--- src/rtl/mc_ctrl_pkg.sv ---
// Shared types and encodings for the multi-cycle MIPS controller.
// State codes, opcode/funct values and datapath select encodings.
package mc_ctrl_pkg;

    typedef enum logic [4:0] {
        S_IF     = 5'd0,
        S_ID     = 5'd1,
        S_EX_R   = 5'd2,
        S_WB_R   = 5'd3,
        S_EX_I   = 5'd4,
        S_WB_I   = 5'd5,
        S_EX_MEM = 5'd6,
        S_MEM_RD = 5'd7,
        S_MEM_WR = 5'd8,
        S_WB_LW  = 5'd9,
        S_EX_BR  = 5'd10,
        S_EX_J   = 5'd11,
        S_EX_JAL = 5'd12
    } state_t;

    typedef enum logic [1:0] {
        AOP_ADD   = 2'd0,
        AOP_SUB   = 2'd1,
        AOP_RTYPE = 2'd2,
        AOP_ITYPE = 2'd3
    } aluop_t;

    localparam logic [5:0] OP_RTYPE = 6'b000000;
    localparam logic [5:0] OP_LW    = 6'b100011;
    localparam logic [5:0] OP_SW    = 6'b101011;
    localparam logic [5:0] OP_BEQ   = 6'b000100;
    localparam logic [5:0] OP_BNE   = 6'b000101;
    localparam logic [5:0] OP_J     = 6'b000010;
    localparam logic [5:0] OP_JAL   = 6'b000011;
    localparam logic [5:0] OP_ADDI  = 6'b001000;
    localparam logic [5:0] OP_SLTI  = 6'b001010;
    localparam logic [5:0] OP_ANDI  = 6'b001100;
    localparam logic [5:0] OP_ORI   = 6'b001101;

    localparam logic [5:0] F_ADD = 6'b100000;
    localparam logic [5:0] F_SUB = 6'b100010;
    localparam logic [5:0] F_AND = 6'b100100;
    localparam logic [5:0] F_OR  = 6'b100101;
    localparam logic [5:0] F_XOR = 6'b100110;
    localparam logic [5:0] F_NOR = 6'b100111;
    localparam logic [5:0] F_SLT = 6'b101010;
    localparam logic [5:0] F_SRL = 6'b000010;

    localparam logic [2:0] ALU_AND = 3'b000;
    localparam logic [2:0] ALU_OR  = 3'b001;
    localparam logic [2:0] ALU_ADD = 3'b010;
    localparam logic [2:0] ALU_XOR = 3'b011;
    localparam logic [2:0] ALU_NOR = 3'b100;
    localparam logic [2:0] ALU_SRL = 3'b101;
    localparam logic [2:0] ALU_SUB = 3'b110;
    localparam logic [2:0] ALU_SLT = 3'b111;

    localparam logic [1:0] RD_RT = 2'b00;
    localparam logic [1:0] RD_RD = 2'b01;
    localparam logic [1:0] RD_RA = 2'b10;

    localparam logic [1:0] M2R_ALU = 2'b00;
    localparam logic [1:0] M2R_MDR = 2'b01;
    localparam logic [1:0] M2R_PC  = 2'b10;

    localparam logic [1:0] SB_RT   = 2'b00;
    localparam logic [1:0] SB_4    = 2'b01;
    localparam logic [1:0] SB_IMM  = 2'b10;
    localparam logic [1:0] SB_IMM2 = 2'b11;

    localparam logic [1:0] PS_ALU    = 2'b00;
    localparam logic [1:0] PS_ALUOUT = 2'b01;
    localparam logic [1:0] PS_JUMP   = 2'b10;

    typedef struct packed {
        logic       pc_write;
        logic       pc_write_cond;
        logic       branch_ne;
        logic       iord;
        logic       mem_read;
        logic       mem_write;
        logic       ir_write;
        logic       cpu_mio;
        logic [1:0] reg_dst;
        logic [1:0] mem_to_reg;
        logic       alu_src_a;
        logic [1:0] alu_src_b;
        logic [1:0] pc_source;
        logic       reg_write;
        logic [2:0] alu_ctrl;
        logic       illegal_op;
    } ctrl_t;

endpackage

--- src/rtl/mc_ctrl_fsm_alu_ctrl_dec.sv ---
// ALU control decoder: ALUOp class + OP/Func -> ALU_Control.
// Also flags opcodes/functs the controller does not implement.
module alu_ctrl_dec
    import mc_ctrl_pkg::*;
(
    input  aluop_t      i_aluop,
    input  logic [5:0]  i_op,
    input  logic [5:0]  i_func,
    output logic [2:0]  o_alu_ctrl,
    output logic        o_illegal
);

    logic [2:0] w_func_alu;
    logic       w_func_ok;
    logic [2:0] w_op_alu;
    logic       w_op_ok;

    always_comb begin
        w_func_alu = ALU_ADD;
        w_func_ok  = 1'b1;
        case (i_func)
            F_ADD:   w_func_alu = ALU_ADD;
            F_SUB:   w_func_alu = ALU_SUB;
            F_AND:   w_func_alu = ALU_AND;
            F_OR:    w_func_alu = ALU_OR;
            F_XOR:   w_func_alu = ALU_XOR;
            F_NOR:   w_func_alu = ALU_NOR;
            F_SLT:   w_func_alu = ALU_SLT;
            F_SRL:   w_func_alu = ALU_SRL;
            default: w_func_ok  = 1'b0;
        endcase
    end

    always_comb begin
        w_op_alu = ALU_ADD;
        w_op_ok  = 1'b1;
        case (i_op)
            OP_RTYPE, OP_LW, OP_SW, OP_BEQ,
            OP_BNE, OP_J, OP_JAL, OP_ADDI: w_op_alu = ALU_ADD;
            OP_SLTI: w_op_alu = ALU_SLT;
            OP_ANDI: w_op_alu = ALU_AND;
            OP_ORI:  w_op_alu = ALU_OR;
            default: w_op_ok  = 1'b0;
        endcase
    end

    always_comb begin
        o_illegal = !w_op_ok || ((i_op == OP_RTYPE) && !w_func_ok);
        case (i_aluop)
            AOP_SUB:   o_alu_ctrl = ALU_SUB;
            AOP_RTYPE: o_alu_ctrl = w_func_alu;
            AOP_ITYPE: o_alu_ctrl = w_op_alu;
            default:   o_alu_ctrl = ALU_ADD;
        endcase
    end

endmodule

--- src/rtl/mc_ctrl_fsm.sv ---
// Multi-cycle MIPS control unit: sequences IF/ID/EX/MEM/WB and
// drives the datapath selects; stalls on MIO_ready.
module mc_ctrl_fsm
    import mc_ctrl_pkg::*;
#(
    parameter int STATE_W = 5
)
(
    input  logic               clk,
    input  logic               rst,
    input  logic [5:0]         OP,
    input  logic [5:0]         Func,
    input  logic               MIO_ready,
    output logic               PCWrite,
    output logic               PCWriteCond,
    output logic               BranchNE,
    output logic               IorD,
    output logic               MemRead,
    output logic               MemWrite,
    output logic               IRWrite,
    output logic               CPU_MIO,
    output logic [1:0]         RegDst,
    output logic [1:0]         MemtoReg,
    output logic               ALUSrcA,
    output logic [1:0]         ALUSrcB,
    output logic [1:0]         PCSource,
    output logic               RegWrite,
    output logic [2:0]         ALU_Control,
    output logic               illegal_op,
    output logic [STATE_W-1:0] state_out
);

    state_t     r_state;
    state_t     w_next;
    ctrl_t      w_ctrl;
    ctrl_t      w_out;
    aluop_t     w_aluop;
    logic       w_alu_en;
    logic [2:0] w_dec_alu;
    logic       w_dec_illegal;

    alu_ctrl_dec u_alu_ctrl_dec (
        .i_aluop    (w_aluop),
        .i_op       (OP),
        .i_func     (Func),
        .o_alu_ctrl (w_dec_alu),
        .o_illegal  (w_dec_illegal)
    );

    always_ff @(posedge clk) begin
        if (!rst) r_state <= S_IF;
        else      r_state <= w_next;
    end

    always_comb begin
        w_aluop  = AOP_ADD;
        w_alu_en = 1'b0;
        case (r_state)
            S_IF, S_ID, S_EX_MEM: w_alu_en = 1'b1;
            S_EX_R: begin
                w_aluop  = AOP_RTYPE;
                w_alu_en = 1'b1;
            end
            S_EX_I: begin
                w_aluop  = AOP_ITYPE;
                w_alu_en = 1'b1;
            end
            S_EX_BR: begin
                w_aluop  = AOP_SUB;
                w_alu_en = 1'b1;
            end
            default: ;
        endcase
    end

    always_comb begin
        w_next = S_IF;
        w_ctrl = '0;
        case (r_state)
            S_IF: begin
                w_ctrl.mem_read  = 1'b1;
                w_ctrl.cpu_mio   = 1'b1;
                w_ctrl.alu_src_b = SB_4;
                w_ctrl.pc_source = PS_ALU;
                if (MIO_ready) begin
                    w_ctrl.ir_write = 1'b1;
                    w_ctrl.pc_write = 1'b1;
                    w_next          = S_ID;
                end else begin
                    w_next = S_IF;
                end
            end
            S_ID: begin
                w_ctrl.alu_src_b  = SB_IMM2;
                w_ctrl.illegal_op = w_dec_illegal;
                if (w_dec_illegal) w_next = S_IF;
                else begin
                    case (OP)
                        OP_RTYPE:       w_next = S_EX_R;
                        OP_LW, OP_SW:   w_next = S_EX_MEM;
                        OP_BEQ, OP_BNE: w_next = S_EX_BR;
                        OP_J:           w_next = S_EX_J;
                        OP_JAL:         w_next = S_EX_JAL;
                        default:        w_next = S_EX_I;
                    endcase
                end
            end
            S_EX_R: begin
                w_ctrl.alu_src_a = 1'b1;
                w_ctrl.alu_src_b = SB_RT;
                w_next           = S_WB_R;
            end
            S_WB_R: begin
                w_ctrl.reg_dst    = RD_RD;
                w_ctrl.mem_to_reg = M2R_ALU;
                w_ctrl.reg_write  = 1'b1;
            end
            S_EX_I: begin
                w_ctrl.alu_src_a = 1'b1;
                w_ctrl.alu_src_b = SB_IMM;
                w_next           = S_WB_I;
            end
            S_WB_I: begin
                w_ctrl.reg_dst   = RD_RT;
                w_ctrl.reg_write = 1'b1;
            end
            S_EX_MEM: begin
                w_ctrl.alu_src_a = 1'b1;
                w_ctrl.alu_src_b = SB_IMM;
                w_next = (OP == OP_LW) ? S_MEM_RD : S_MEM_WR;
            end
            S_MEM_RD: begin
                w_ctrl.mem_read = 1'b1;
                w_ctrl.iord     = 1'b1;
                w_ctrl.cpu_mio  = 1'b1;
                w_next = MIO_ready ? S_WB_LW : S_MEM_RD;
            end
            S_MEM_WR: begin
                w_ctrl.mem_write = 1'b1;
                w_ctrl.iord      = 1'b1;
                w_ctrl.cpu_mio   = 1'b1;
                w_next = MIO_ready ? S_IF : S_MEM_WR;
            end
            S_WB_LW: begin
                w_ctrl.reg_dst    = RD_RT;
                w_ctrl.mem_to_reg = M2R_MDR;
                w_ctrl.reg_write  = 1'b1;
            end
            S_EX_BR: begin
                w_ctrl.alu_src_a     = 1'b1;
                w_ctrl.alu_src_b     = SB_RT;
                w_ctrl.pc_write_cond = 1'b1;
                w_ctrl.pc_source     = PS_ALUOUT;
                w_ctrl.branch_ne     = OP[0];
            end
            S_EX_J: begin
                w_ctrl.pc_source = PS_JUMP;
                w_ctrl.pc_write  = 1'b1;
            end
            S_EX_JAL: begin
                w_ctrl.pc_source  = PS_JUMP;
                w_ctrl.pc_write   = 1'b1;
                w_ctrl.reg_dst    = RD_RA;
                w_ctrl.mem_to_reg = M2R_PC;
                w_ctrl.reg_write  = 1'b1;
            end
            default: ;
        endcase
        w_ctrl.alu_ctrl = w_alu_en ? w_dec_alu : ALU_AND;
    end

    // Reset masks everything combinationally so no write escapes the reset cycle.
    assign w_out = rst ? w_ctrl : '0;

    assign PCWrite     = w_out.pc_write;
    assign PCWriteCond = w_out.pc_write_cond;
    assign BranchNE    = w_out.branch_ne;
    assign IorD        = w_out.iord;
    assign MemRead     = w_out.mem_read;
    assign MemWrite    = w_out.mem_write;
    assign IRWrite     = w_out.ir_write;
    assign CPU_MIO     = w_out.cpu_mio;
    assign RegDst      = w_out.reg_dst;
    assign MemtoReg    = w_out.mem_to_reg;
    assign ALUSrcA     = w_out.alu_src_a;
    assign ALUSrcB     = w_out.alu_src_b;
    assign PCSource    = w_out.pc_source;
    assign RegWrite    = w_out.reg_write;
    assign ALU_Control = w_out.alu_ctrl;
    assign illegal_op  = w_out.illegal_op;
    assign state_out   = rst ? STATE_W'(r_state) : STATE_W'(S_IF);

endmodule

--- config.mk ---
export PLATFORM = sky130hd
export DESIGN_NAME = mc_ctrl_fsm
export DESIGN_NICKNAME = d
export VERILOG_FILES = /design/src/rtl/mc_ctrl_pkg.sv /design/src/rtl/mc_ctrl_fsm_alu_ctrl_dec.sv /design/src/rtl/mc_ctrl_fsm.sv
export SDC_FILE = /design/constraint.sdc
export NUM_CORES = 1
export LEC_CHECK = 0
export BUFFER_PORTS_ARGS = -buffer_cell sky130_fd_sc_hd__buf_4
export CAP_MARGIN = 25
export CORE_ASPECT_RATIO = 1.5
export CORE_UTILIZATION = 30
export CTS_CLUSTER_DIAMETER = 40
export DETAILED_ROUTE_END_ITERATION = 7
export GPL_TIMING_DRIVEN = 0
export HOLD_SLACK_MARGIN = 0.12
export SYNTH_ARGS = -nofsm -noshare
export SYNTH_HDL_FRONTEND = slang
export SYNTH_SLANG_ARGS = --single-unit
--- constraint.sdc ---
create_clock -name clk -period 3.25 [get_ports clk]
set_clock_uncertainty 0.15 [all_clocks]
set_input_delay 0.4875 -clock clk [delete_from_list [all_inputs] [get_ports clk]]
set_output_delay 0.4875 -clock clk [all_outputs]
set_load 0.1 [all_outputs]
==> impl_results.md <==
* R2R setup slack at 1.69 ns
* Max Clock Freq at 411 MHz
* Leakage at 0.554 nW
* Layout cell share with drive strength beyond 1 at 0.376
* Post-CTS Resized at 0
* Mapped Nets at 162
* Cell count after synthesis at 147
* Area fraction of the dominant cell type after synthesis at 0.0821
* Clock power share at 0.264
* Max-Cap Viols at 0
* Largest net degree at the start of global routing at 11
* Cell variety after synth at 49
* Sequential share of power at 0.144
* # setup viols final at 0
* CP Capture Type: output port
* Wl on met1 at 1.25 mm
* Hold Buf Count CTS at 0
* RSZ-0062 raised after global routing: false
* Synth Register Bits at 4
* Routed wire length at 2.95 mm
* I/O pins at 42
* Worst R2R Start: r_state[3]
* Largest cells by area after synthesis: dfxtp_1 8.2%, nand2b_1 6.4%, a21oi_1 5.6%, nor3_1 5.1%, nor2_1 4.6%
* First-pass GRT wire length at 4.91 mm
* DRC violations left at 0
* Top FF cell, synth: dfxtp_1
* Run status: finished clean
* Cell row count at 25
* Worst-skew pair later-pin latency at 0.21 ns
* Hold Crit Class: in2reg
* Ys Warns at 0
* Synthesized cell area at 976 µm²
* Max layer used: met4
* Synth Area per Inst at 6.64 µm²
* Clk slew on worst S/H paths at 0.03 ns
* CP required at 2.61 ns
* Total Routing Usage GR at 0.169
* Sw frac at 0.496
* Placed Area at 1350 µm²
* Placed wire-length estimate at 2.42 mm
* Sequential area share after synthesis at 0.0821
* Regs by FF count: r_state x4
* Routability-driven placement congestion ratio at 0.834
* Crit Reg-Reg Endpoint: r_state[1]
* First-pass DRT Iterations at 4
* Vias in the first global route at 1112
* Largest Register: r_state
* Clock root buffer: clkbuf_8
* WL per Instance at 13.1 µm
* Max reg flops at 4
* Part of the power in combinational logic at 0.592
* Worst setup SP type: register
* Via density at 5.39
* Clk sinks at 4
* Slew of the pin with the lowest slew margin at 0.559 ns
* GR Overflow Total at 0
* Inserted Clock Buffers at 3
* Core footprint at 3130 µm²
* Post-CTS setup buffer count at 0
* Initial antenna violation count at 0
* Setup TNS at 0 ns
* Hold depth at 4
* Pwr/cell area at 274 nW/µm²
* EDFF count, synth at 0
* Hold_sp: OP[3]
* Maximum vdd drop at 158 µV
* N_diodes at 0
* Die Y at 71.9 µm
* Die ar. at 3490 µm²
* Fin area at 1390 µm²
* Leading area contributor after synthesis: dfxtp_1
* Post-synthesis to final-layout area growth at 42.4%
* Buffers on Ports at 36
* Worst Path Arrival at 1.79 ns
* CTS tree: yes
* Slew Limit Headroom at 0.627
* DR iter-0 viols at 32
* Final min period at 2.43 ns
* Vias at 1218
* Clock Tree Buf Depth at 2
* Final ANT Viol Nets at 0
* Highest net fanout along the worst path at 10
* Crit Path Category: reg2out
* Switching pwr at 189 µW
* Final Hold Viols at 0
* Met2 WL at 1.54 mm
* Crit path launch: r_state[2]
* Worst Reg-to-Reg Cells at 4
* Final period util at 0.748
* Internal power at 192 µW
* Hold Path Sink: r_state[0]
* Ys async rst share at 0
* Slew Viols, Final at 0
* Fin nets at 203
* WL met3 at 143 µm
* Initial Util at 0.312
* Die extent in x at 48.6 µm
* H-tree levels at 1
## cell usage in the layout (no fill, tap or decap), types with 3 or more instances in the layout
cell type | synthesis | routed
a21oi_1 | 11 | 11
a31oi_1 | 4 | 3
and2_1 | 4 | 3
buf_2 | 7 | 7
buf_4 | 4 | 40
buf_6 | 3 | 3
clkbuf_8 | 0 | 3
dfxtp_1 | 4 | 4
inv_1 | 3 | 3
mux2i_1 | 3 | 3
nand2_1 | 7 | 7
nand2b_1 | 10 | 10
nand3_1 | 7 | 7
nor2_1 | 12 | 12
nor2b_1 | 4 | 4
nor3_1 | 10 | 6
nor3_2 | 1 | 3
o21ai_0 | 8 | 8
or2_1 | 4 | 3
## cells in the mapped netlist (3+ instances only)
cell type,count
mux2i_1,3
buf_6,3
nor3_1,10
buf_4,4
or2_1,4
buf_2,7
nand2_1,7
and2_1,4
nand3_1,7
a21oi_1,11
a31oi_1,4
nor2_1,12
inv_1,3
nor4_1,4
o21ai_0,8
nand2b_1,10
nor2b_1,4
dfxtp_1,4
## worst max-delay path by stage
stage	slack [ns]	cells after the start	to
finish	0.82	7	ALU_Control[0]
global route	0.70	7	ALU_Control[0]
CTS	0.79	7	ALU_Control[0]
detailed placement	0.81	6	illegal_op
global placement	0.80	6	illegal_op
floorplan	-0.56	4	CPU_MIO
## through the flow
| stage | hold slack (ns) | power, mW | std cells | setup WS (ns) | util |
|---|---|---|---|---|---|
| global route | 0.483 | 0.401 | 226 | 0.697 | 0.444 |
| CTS | 0.467 | 0.383 | 226 | 0.790 | 0.444 |
| finish | 0.468 | 0.382 | 226 | 0.820 | 0.444 |
| detailed placement | 0.555 | 0.280 | 223 | 0.813 | 0.431 |
| global placement | 0.582 | 0.279 | 223 | 0.805 | 0.431 |
| floorplan | 0.447 | 0.228 | 147 | -0.563 | - |
## final cells by class
class / count / area (µm²)
Clock buffer: 3 / 41.3
Multi-Input combinational cell: 123 / 827
Timing Repair Buffer: 36 / 270
Sequential cell: 4 / 80.1
Buffer: 15 / 103
Tap cell: 40 / 50.0
Fill cell: 346 / 1740
Inverter: 5 / 18.8
## metal layers
layer	up-vias	global-route usage
li1	619	-
met1	552	0.199
met4	0	0.0229
met2	45	0.335
met5	-	0
met3	2	0.0127
## power by group through the flow
stage / sequential [mW] / clock (mW) / combinational (mW)
2_1_floorplan: 0.0544 / 0 / 0.174
3_3_place_gp: 0.0555 / 0 / 0.223
3_5_place_dp: 0.0554 / 0 / 0.225
4_1_cts: 0.0548 / 0.103 / 0.225
5_1_grt: 0.0551 / 0.108 / 0.238
6_report: 0.0549 / 0.101 / 0.226
## critical path, cell delays in order, from the launching register on
cell and delay (ns):
dfxtp_1 0.30, buf_6 0.13, or2_1 0.21, buf_6 0.15, nor3_2 0.16, o21ai_0 0.12, a21oi_1 0.18, buf_4 0.31
## logic make-up after synthesis
kind of cell              share of synthesized area
AOI/OAI and AO/OA                             0.254
xor gates and xnor gates                     0.0180
buffers and inverters                         0.124
DFF                                          0.0821
muxes                                        0.0423
other                                       0.00384
and+or+nand+nor                               0.476
No activity file was read; power rests on OpenSTA's default activity.
